**src/rtl/oled_pkg.sv**
```systemverilog
// Shared definitions for the OLED SPI arbiter slice: FSM states, dc encoding,
// byte width and default engine timeout.
package oled_pkg;

  typedef enum logic [1:0] {
    IDLE = 2'd0,
    SEND = 2'd1,
    WAIT = 2'd2,
    HOLD = 2'd3
  } state_t;

  localparam logic DC_CMD      = 1'b0;
  localparam logic DC_DATA     = 1'b1;
  localparam int   BYTE_W      = 8;
  localparam int   TIMEOUT_DEF = 64;

endpackage

```
**src/rtl/oled_rr_pick.sv**
```systemverilog
// Rotating-priority picker: the first set request scanning upward from
// ptr+1 (with wrap) wins. Purely combinational.
module oled_rr_pick #(
  parameter int NREQ = 3,
  parameter int PW   = 2
) (
  input  logic [NREQ-1:0] req,
  input  logic [PW-1:0]   ptr,
  output logic [NREQ-1:0] winner,
  output logic            valid
);

  logic [PW:0]   sum_s;
  logic [PW-1:0] idx_s;
  logic          hit_s;

  // Walk the requesters in rotated order and latch onto the first one set.
  always_comb begin
    winner = '0;
    valid  = 1'b0;
    sum_s  = '0;
    idx_s  = '0;
    hit_s  = 1'b0;
    for (int i = 0; i < NREQ; i++) begin
      sum_s  = {1'b0, ptr} + (PW+1)'(i + 1);
      idx_s  = (sum_s >= (PW+1)'(NREQ)) ? PW'(sum_s - (PW+1)'(NREQ)) : PW'(sum_s);
      hit_s  = req[idx_s] & ~valid;
      winner[idx_s] = winner[idx_s] | hit_s;
      valid  = valid | hit_s;
    end
  end

endmodule

```
**src/rtl/oled_spi_arbiter.sv**
```systemverilog
// Shares one OLED SPI byte engine between NREQ byte sources. Round-robin per
// byte, burst lock holds ownership across a multi-byte sequence, per-requester
// ack on completion and a sticky timeout flag for a hung engine.
module oled_spi_arbiter
  import oled_pkg::*;
#(
  parameter int NREQ    = 3,
  parameter int TIMEOUT = TIMEOUT_DEF,
  parameter int TW      = 7
) (
  input  logic                   clk,
  input  logic                   rst,
  input  logic [NREQ-1:0]        req,
  input  logic [NREQ-1:0]        lock,
  input  logic [BYTE_W*NREQ-1:0] wdata,
  input  logic [NREQ-1:0]        wdc,
  output logic [NREQ-1:0]        ack,
  output logic [NREQ-1:0]        gnt,
  output logic                   spi_ena,
  output logic [BYTE_W-1:0]      spi_data,
  output logic                   spi_dc,
  input  logic                   spi_done,
  output logic                   busy,
  output logic                   timeout_err,
  input  logic                   clr_err
);

  localparam int            PW   = (NREQ > 1) ? $clog2(NREQ) : 1;
  localparam logic [TW-1:0] TMAX = TW'(TIMEOUT - 1);

  state_t              state_r;
  logic [TW-1:0]       timer_r;
  logic [PW-1:0]       ptr_r;
  logic [NREQ-1:0]     winner_s;
  logic                valid_s;
  logic [PW-1:0]       win_idx_s;
  logic [PW-1:0]       load_idx_s;
  logic [BYTE_W-1:0]   bytes_s [NREQ];

  oled_rr_pick #(
    .NREQ (NREQ),
    .PW   (PW)
  ) u_pick (
    .req    (req),
    .ptr    (ptr_r),
    .winner (winner_s),
    .valid  (valid_s)
  );

  // Unpack the byte bus, encode the winner index and choose the load source
  // (fresh winner from IDLE, current owner from HOLD).
  always_comb begin
    win_idx_s = '0;
    for (int i = 0; i < NREQ; i++) begin
      bytes_s[i] = wdata[i*BYTE_W +: BYTE_W];
      win_idx_s  = win_idx_s | (winner_s[i] ? PW'(i) : PW'(0));
    end
    load_idx_s = (state_r == HOLD) ? ptr_r : win_idx_s;
  end

  // Arbitration FSM with timer, sticky error and all registered outputs.
  always_ff @(posedge clk or posedge rst) begin
    if (rst) begin
      state_r     <= IDLE;
      timer_r     <= '0;
      ptr_r       <= PW'(NREQ - 1);
      ack         <= '0;
      gnt         <= '0;
      spi_ena     <= 1'b0;
      spi_data    <= '0;
      spi_dc      <= DC_CMD;
      busy        <= 1'b0;
      timeout_err <= 1'b0;
    end else begin
      spi_ena <= 1'b0;
      ack     <= '0;
      // A timeout set later in this block overrides the clear.
      if (clr_err) begin
        timeout_err <= 1'b0;
      end
      case (state_r)
        IDLE: begin
          if (valid_s) begin
            gnt      <= NREQ'(1) << load_idx_s;
            spi_data <= bytes_s[load_idx_s];
            spi_dc   <= wdc[load_idx_s];
            ptr_r    <= load_idx_s;
            busy     <= 1'b1;
            state_r  <= SEND;
          end else begin
            gnt  <= '0;
            busy <= 1'b0;
          end
        end
        SEND: begin
          spi_ena <= 1'b1;
          timer_r <= '0;
          state_r <= WAIT;
        end
        WAIT: begin
          if (spi_done) begin
            ack <= NREQ'(1) << ptr_r;
            if (lock[ptr_r]) begin
              state_r <= HOLD;
            end else begin
              gnt     <= '0;
              busy    <= 1'b0;
              state_r <= IDLE;
            end
          end else if (timer_r == TMAX) begin
            timeout_err <= 1'b1;
            gnt         <= '0;
            busy        <= 1'b0;
            state_r     <= IDLE;
          end else begin
            timer_r <= timer_r + TW'(1);
          end
        end
        HOLD: begin
          if (req[ptr_r]) begin
            gnt      <= NREQ'(1) << load_idx_s;
            spi_data <= bytes_s[load_idx_s];
            spi_dc   <= wdc[load_idx_s];
            ptr_r    <= load_idx_s;
            state_r  <= SEND;
          end else if (!lock[ptr_r]) begin
            gnt     <= '0;
            busy    <= 1'b0;
            state_r <= IDLE;
          end else begin
            state_r <= HOLD;
          end
        end
        default: begin
          gnt     <= '0;
          busy    <= 1'b0;
          state_r <= IDLE;
        end
      endcase
    end
  end

endmodule
```
**config.mk**
```make
export PLATFORM = sky130hd
export DESIGN_NAME = oled_spi_arbiter
export DESIGN_NICKNAME = d
export VERILOG_FILES = /design/src/rtl/oled_pkg.sv /design/src/rtl/oled_rr_pick.sv /design/src/rtl/oled_spi_arbiter.sv
export SDC_FILE = /design/constraint.sdc
export NUM_CORES = 1
export LEC_CHECK = 0
export CORE_AREA = 2 2 79 58
export DETAILED_ROUTE_END_ITERATION = 8
export DIE_AREA = 0 0 81 60
export DONT_BUFFER_PORTS = 1
export PLACE_DENSITY_LB_ADDON = 0.2
export SKIP_LAST_GASP = 1
export SLEW_MARGIN = 30
export SYNTH_ARGS = -nofsm -noshare
export SYNTH_HDL_FRONTEND = slang
export SYNTH_SLANG_ARGS = --single-unit
export TNS_END_PERCENT = 5
```
**constraint.sdc**
```tcl
create_clock -name clk -period 4.19 [get_ports clk]
set_input_delay 1.0475 -clock clk [delete_from_list [all_inputs] [get_ports clk]]
set_output_delay 1.0475 -clock clk [all_outputs]
set_load 0.01 [all_outputs]
```
### Word-level counts from Yosys, hierarchy flattened

Cells that the tools add are included.

* flip-flop bits (word level): 29
* bits in writable memories: 0
* memories kept: 0
* bits in latches: 0
* bits of input ports: 37
* output and inout bits: 18
* ROM bits: 0
* word-level logic and storage cells: 137

* $add $sub $neg: 7
* reduce and logical (&&, ||, !) cells: 12
* shift-type cells: 2
* multipliers: 0
* order comparisons: 12
* multiplexer cells: 72
* bitwise operators: 12
* div/mod/pow operators: 0
* equality and inequality tests: 10

Operators with widths (number)
* two-way mux 8 bit: 4
* two-way mux 1 bit: 25
* two-way mux 2 bit: 12
* two-way mux 3 bit: 7
* binary-select mux 1 bit (select 2 bit): 9
* binary-select mux 8 bit (select 2 bit): 1
* one-hot mux 8 bit (2 select lines): 1
* < comparator 2 x 3 -> 1 bit, second input constant: 5
* two-way mux 7 bit: 2
* one-hot mux 7 bit (2 select lines): 1
* >= comparator 3 x 2 -> 1 bit, second input constant: 3
* one-hot mux 3 bit (3 select lines): 1
* AND reduction 3 bit: 3
* one-hot mux 2 bit (4 select lines): 1
* adder 7 x 1 -> 7 bit, second input constant: 1
* == test 7 x 6 -> 1 bit, second input constant: 1
* adder 2 x 2 -> 3 bit, second input constant: 2
* bitwise mux 3 bit: 2
* demux 1 bit (select 2 bit): 3
* >= comparator 2 x 1 -> 1 bit, second input constant: 3
* != test 2 bit, second input constant: 3
* left shift 1 x 2 -> 3 bit, first input constant: 2
* subtractor 2 bit, second input constant: 3
* OR 1 bit: 5
* 19 further kinds: 27

### Logic depth before layout (Yosys ltp)

* depth in word-level cells: 25
* gate-level depth with buffers: 12
* depth with buffers taken out: 9

### Modules after synthesis

Synthesis repeated with hierarchy kept, for this count alone.

* cell total of the unflattened synthesis: 196
* area total of the unflattened synthesis: 1946.9 sq um

By module, submodules not included
* oled_spi_arbiter: area each 1640.3 sq um, sequential area each 726.9 sq um, cells each 150, times used 1
* oled_rr_pick: area each 306.5 sq um, sequential area each 0.0 sq um, cells each 46, times used 1

### Least setup slack after synthesis

Ideal clock, no wire load.

* kind: register to register
* start: reg ptr_r[1]
* end: reg spi_data[0]
* setup time: 0.124 ns
* stages on the path, launching flop included: 13
* data arrival time: 2.855 ns
* clock period less this slack: 2.979 ns
* setup slack: 1.211 ns
* cell sequence: dfstp_2 clkbuf_1 inv_1 ha_1 buf_2 and3b_1 o31ai_1 o31a_1 o211ai_1 and2_4 buf_6 mux2_4 a211o_1

* cells in the longest elaborated chain, start to end: 25
* elaborated cells on any way between the ends: 67
* those cells by class: add/sub: 6; order compare: 9; eq/ne: 2; mux: 34; bitwise: 12; reduce/logical: 4

Ends and longest elaborated chain
* start: declaration: RTL line oled_spi_arbiter.sv:33 `logic [PW-1:0] ptr_r;`
* start signal: assignment: RTL line oled_spi_arbiter.sv:66 `ptr_r <= PW'(NREQ - 1);`
* start signal: assignment: RTL line oled_spi_arbiter.sv:87 `ptr_r <= load_idx_s;`
* start signal: assignment: RTL line oled_spi_arbiter.sv:124 `ptr_r <= load_idx_s;`
* adder 2 x 1 -> 3 bit: RTL line oled_rr_pick.sv:25 `sum_s = {1'b0, ptr} + (PW+1)'(i + 1);`
* >= comparator 3 x 2 -> 1 bit / subtractor 2 bit (equally long branches): RTL line oled_rr_pick.sv:26 `idx_s = (sum_s >= (PW+1)'(NREQ)) ? PW'(sum_s - (PW+1)'(NREQ)) : PW'(sum_s);`
* two-way mux 2 bit: RTL line oled_rr_pick.sv:26
* < comparator 2 x 3 -> 1 bit (not written as such) / >= comparator 2 x 1 -> 1 bit (equally long branches): RTL line oled_rr_pick.sv:28 `winner[idx_s] = winner[idx_s] | hit_s;`
* logical AND 1 bit (not written as such): RTL line oled_rr_pick.sv:28
* two-way mux 1 bit (not written as such): RTL line oled_rr_pick.sv:28
* demux 1 bit (select 2 bit)
* bitwise AND 3 bit (no source line)
* (+8 left out)
* two-way mux 1 bit / two-way mux 2 bit (equally long branches): RTL line oled_spi_arbiter.sv:56 `win_idx_s = win_idx_s | (winner_s[i] ? PW'(i) : PW'(0));`
* OR 1 x 2 -> 2 bit: RTL line oled_spi_arbiter.sv:56
* two-way mux 2 bit: RTL line oled_spi_arbiter.sv:58 `load_idx_s = (state_r == HOLD) ? ptr_r : win_idx_s;`
* NOT 2 -> 3 bit (not written as such): RTL line oled_spi_arbiter.sv:85, oled_spi_arbiter.sv:122
* binary-select mux 8 bit (select 2 bit): RTL line oled_spi_arbiter.sv:85, oled_spi_arbiter.sv:122
* two-way mux 8 bit (not written as such) (2 in series): RTL line oled_spi_arbiter.sv:85, oled_spi_arbiter.sv:122
* two-way mux 8 bit, on equally long branches: RTL line oled_spi_arbiter.sv:120, oled_spi_arbiter.sv:83
* one-hot mux 8 bit (2 select lines): RTL line oled_spi_arbiter.sv:81 `case (state_r)`
* end signal: assignment: RTL line oled_spi_arbiter.sv:85 `spi_data <= bytes_s[load_idx_s];`
* end signal: assignment: RTL line oled_spi_arbiter.sv:122 `spi_data <= bytes_s[load_idx_s];`
* end: declaration: RTL line oled_spi_arbiter.sv:20 `output logic [BYTE_W-1:0] spi_data,`

Parallel ways exist; a longest one is shown, timed or not. The select of a mux whose other input is x is not followed.
A chain may end at the register's enable or synchronous reset.

### Final worst setup path

* start: reg ptr_r[0]
* end: reg spi_data[7]

Same word-level chain as after synthesis.

==> results.sh <==
export IMPL_grt_max_degree=30
export IMPL_drv_cap=0
export IMPL_rows=20
export IMPL_ys_async_sr_fraction_pct=100
export IMPL_drive_above_1_share_pct=9.95
export IMPL_overflow=0
export IMPL_period_needed_ns=3.29
export IMPL_postCtsSetupBuffers=0
export IMPL_drt_first_iter_violations=151
export IMPL_synth_edf_count=0
export IMPL_max_slew_margin_pct=51.5
export IMPL_startpoint_type="flop"
export IMPL_grt_pass1_vias=1516
export IMPL_wire_per_inst_um=18.1
export IMPL_cp_required_ns=4.41
export IMPL_io_pins=55
export IMPL_drt_total_wl_um=4620
export IMPL_worst_clock_skew_ns=0.00429
export IMPL_core_um2=4150
export IMPL_r2r_slack_ns=0.90
export IMPL_drc=0
export IMPL_htreeDepth=2
export IMPL_drtAntennaViolNets=0
export IMPL_timing_setup_tns_ns=0
export IMPL_regArea_um2=727
export IMPL_fin_hold_ws_ns=0.509
export IMPL_arrival_ns=3.51
export IMPL_clk_latency_ns=0.28
export IMPL_p_leak_nw=0.944
export IMPL_die_area_um2=4860
export IMPL_grt_use_total_pct=21.0
export IMPL_endpoint_kind="flop"
export IMPL_fin_nets=247
export IMPL_ys_warn_count=0
export IMPL_stdcell_count=256
export IMPL_fillCellCount=400
export IMPL_ctsRootBufferMaster="clkbuf_8"
export IMPL_worstSetupPathType="flop to flop"
export IMPL_start_util_pct=47.8
export IMPL_worst_slew_pin_slew_ns=0.728
export IMPL_hold_path_class="flop to flop"
export IMPL_critPathMaxFanout=23
export IMPL_io_buffer_count=0
export IMPL_place_hpwl_um=3400
export IMPL_clock_sinks=29
export IMPL_final_core_util_pct=50.1
export IMPL_cts_tree="built"
export IMPL_multi_input_area_um2=1150
export IMPL_area_growth_pct=4.79
export IMPL_pre_cts_ws_ns=0.944
export IMPL_antenna_cells=0
export IMPL_grt_pass1_wl_um=7560
export IMPL_cts_made_buffers=5
export IMPL_design_area_um2=2080
export IMPL_status="finished clean"
export IMPL_hold_viol=0
export IMPL_ys_seq_area_share_pct=36.6
export IMPL_hold_buffers=0
export IMPL_ys_types=53
export IMPL_place_area_um2=2000
export IMPL_slew_violations=0
export IMPL_cts_resized=0
export IMPL_setup_viol=0
export IMPL_power_density_nw_per_um2=914
export IMPL_cts_buffer_depth=2
export IMPL_ir_worst_vdd_mv=0.383
export IMPL_placed_cells=248
export IMPL_synth_flop_cell="dfrtp_1"
export IMPL_clkTransAtPathRegs_ns=0.06
export IMPL_synthCells=203
export IMPL_syn_area_um2=1990
export IMPL_antenna_found_initial=0
export IMPL_ys_ff_latch=29
export IMPL_setup_slack_ns=0.898
export IMPL_rsz0062_at_grt="no"
export IMPL_finalCritPeriodShare_pct=78.6
export IMPL_firstDrtPassIters=4
export IMPL_total_power_mw=1.90
export IMPL_gp_congestion=0.796
export IMPL_fp_dieH_um=60
export IMPL_synth_net_count=250
export IMPL_fmax_mhz=304
export IMPL_synth_avg_cell_area_um2=9.78
export IMPL_num_vias=1609
export IMPL_yosys_top_cells_area="dfrtp_1 (35%), ha_1 (6.3%), mux2_4 (5.3%)"
export IMPL_synth_top_area_cell="dfrtp_1"
export IMPL_yosysTopAreaCellShare_pct=35.3
export IMPL_fp_dieW_um=81
export IMPL_vias_per_cell=6.29
-- worst paths after layout --
check | start | to | cells after the start
min in group asynchronous | rst | gnt[1]$_DFFE_PP0P_ | 1
worst max-delay path | ptr_r[0]$_DFFE_PP0P_ | spi_data[7]$_DFFE_PP0P_ | 9
worst min-delay path | timer_r[0]$_DFFE_PP0P_ | timer_r[0]$_DFFE_PP0P_ | 1
worst min register to register | timer_r[0]$_DFFE_PP0P_ | timer_r[0]$_DFFE_PP0P_ | 1
max in group asynchronous | rst | ack[2]$_DFF_PP0_ | 1
worst max register to register | ptr_r[0]$_DFFE_PP0P_ | spi_data[7]$_DFFE_PP0P_ | 9
-- Yosys cell counts (3+ instances only) --
cell       n
a21oi_1    8
buf_6      3
o31ai_1    4
ha_1      10
nor4b_1    9
mux2i_1    4
and2_1    11
xor2_1     3
nor2_1     9
a211o_1    9
nand4_1    3
nand2_1   20
mux2_4     7
clkbuf_1   8
inv_1     11
o21ai_0    7
dfrtp_1   28
or3_1      3
-- area by class of cell --
class                      instances  area share (%)
sequential                        29            34.9
timing repair buffer               2           0.722
tap                               55            3.31
clock buffer                       8            3.85
multi-input combinational        151            55.2
inverter                          11            1.98
-- power breakdown --
group / switching (mW) / internal, mW
logic: 0.667 / 0.504
registers: 0.121 / 0.390
clock network: 0.103 / 0.118
-- per-layer routing --
| metal | vias to the layer above | track usage, % | share of wire [%] |
|---|---|---|---|
| met4 | 0 | 7.02 | 2.3 |
| met5 | - | 0 | 0 |
| met1 | 778 | 26.7 | 42 |
| li1 | 737 | - | - |
| met3 | 14 | 9.52 | 9.2 |
| met2 | 80 | 31.9 | 46 |
-- flip-flops by register name, summed over array words and instances, names as in the netlist --
name / cells
spi_data: 8
timer_r: 7
ack: 3
gnt: 3
ptr_r: 2
state_r: 2
busy: 1
spi_dc: 1
spi_ena: 1
timeout_err: 1
-- worst max-delay path: stages (launching register included) --
cell	delay, ns
dfrtp_1	0.59
inv_1	0.17
ha_1	0.58
inv_1	0.21
o22ai_1	0.20
nor2_1	0.10
a221o_1	0.35
buf_4	0.20
a21oi_1	0.59
a211o_1	0.24
-- cell families after synthesis --
| family | Yosys count | share of synthesized area, % |
|---|---|---|
| adders and majority gates | 10 | 6.30 |
| AOI/OAI and AO/OA | 52 | 20.2 |
| and+or+nand+nor | 73 | 21.6 |
| muxes | 13 | 8.44 |
| DFF | 29 | 36.6 |
| buffers and inverters | 23 | 5.54 |
| xor gates and xnor gates | 3 | 1.32 |
-- placed cells by master (no fill, tap or decap), types with 3 or more instances in the layout --
cell type	count
dfrtp_1	28
nand2_1	20
and2_1	11
inv_1	10
ha_1	10
nor2_1	9
nor4b_1	9
a211o_1	9
a21oi_1	8
o21ai_0	7
mux2_4	7
clkbuf_8	5
mux2i_1	4
o31ai_1	4
nand4_1	3
or3_1	3
xor2_1	3
clkbuf_1	3
Note: power is estimated with default switching activity, not from simulation.
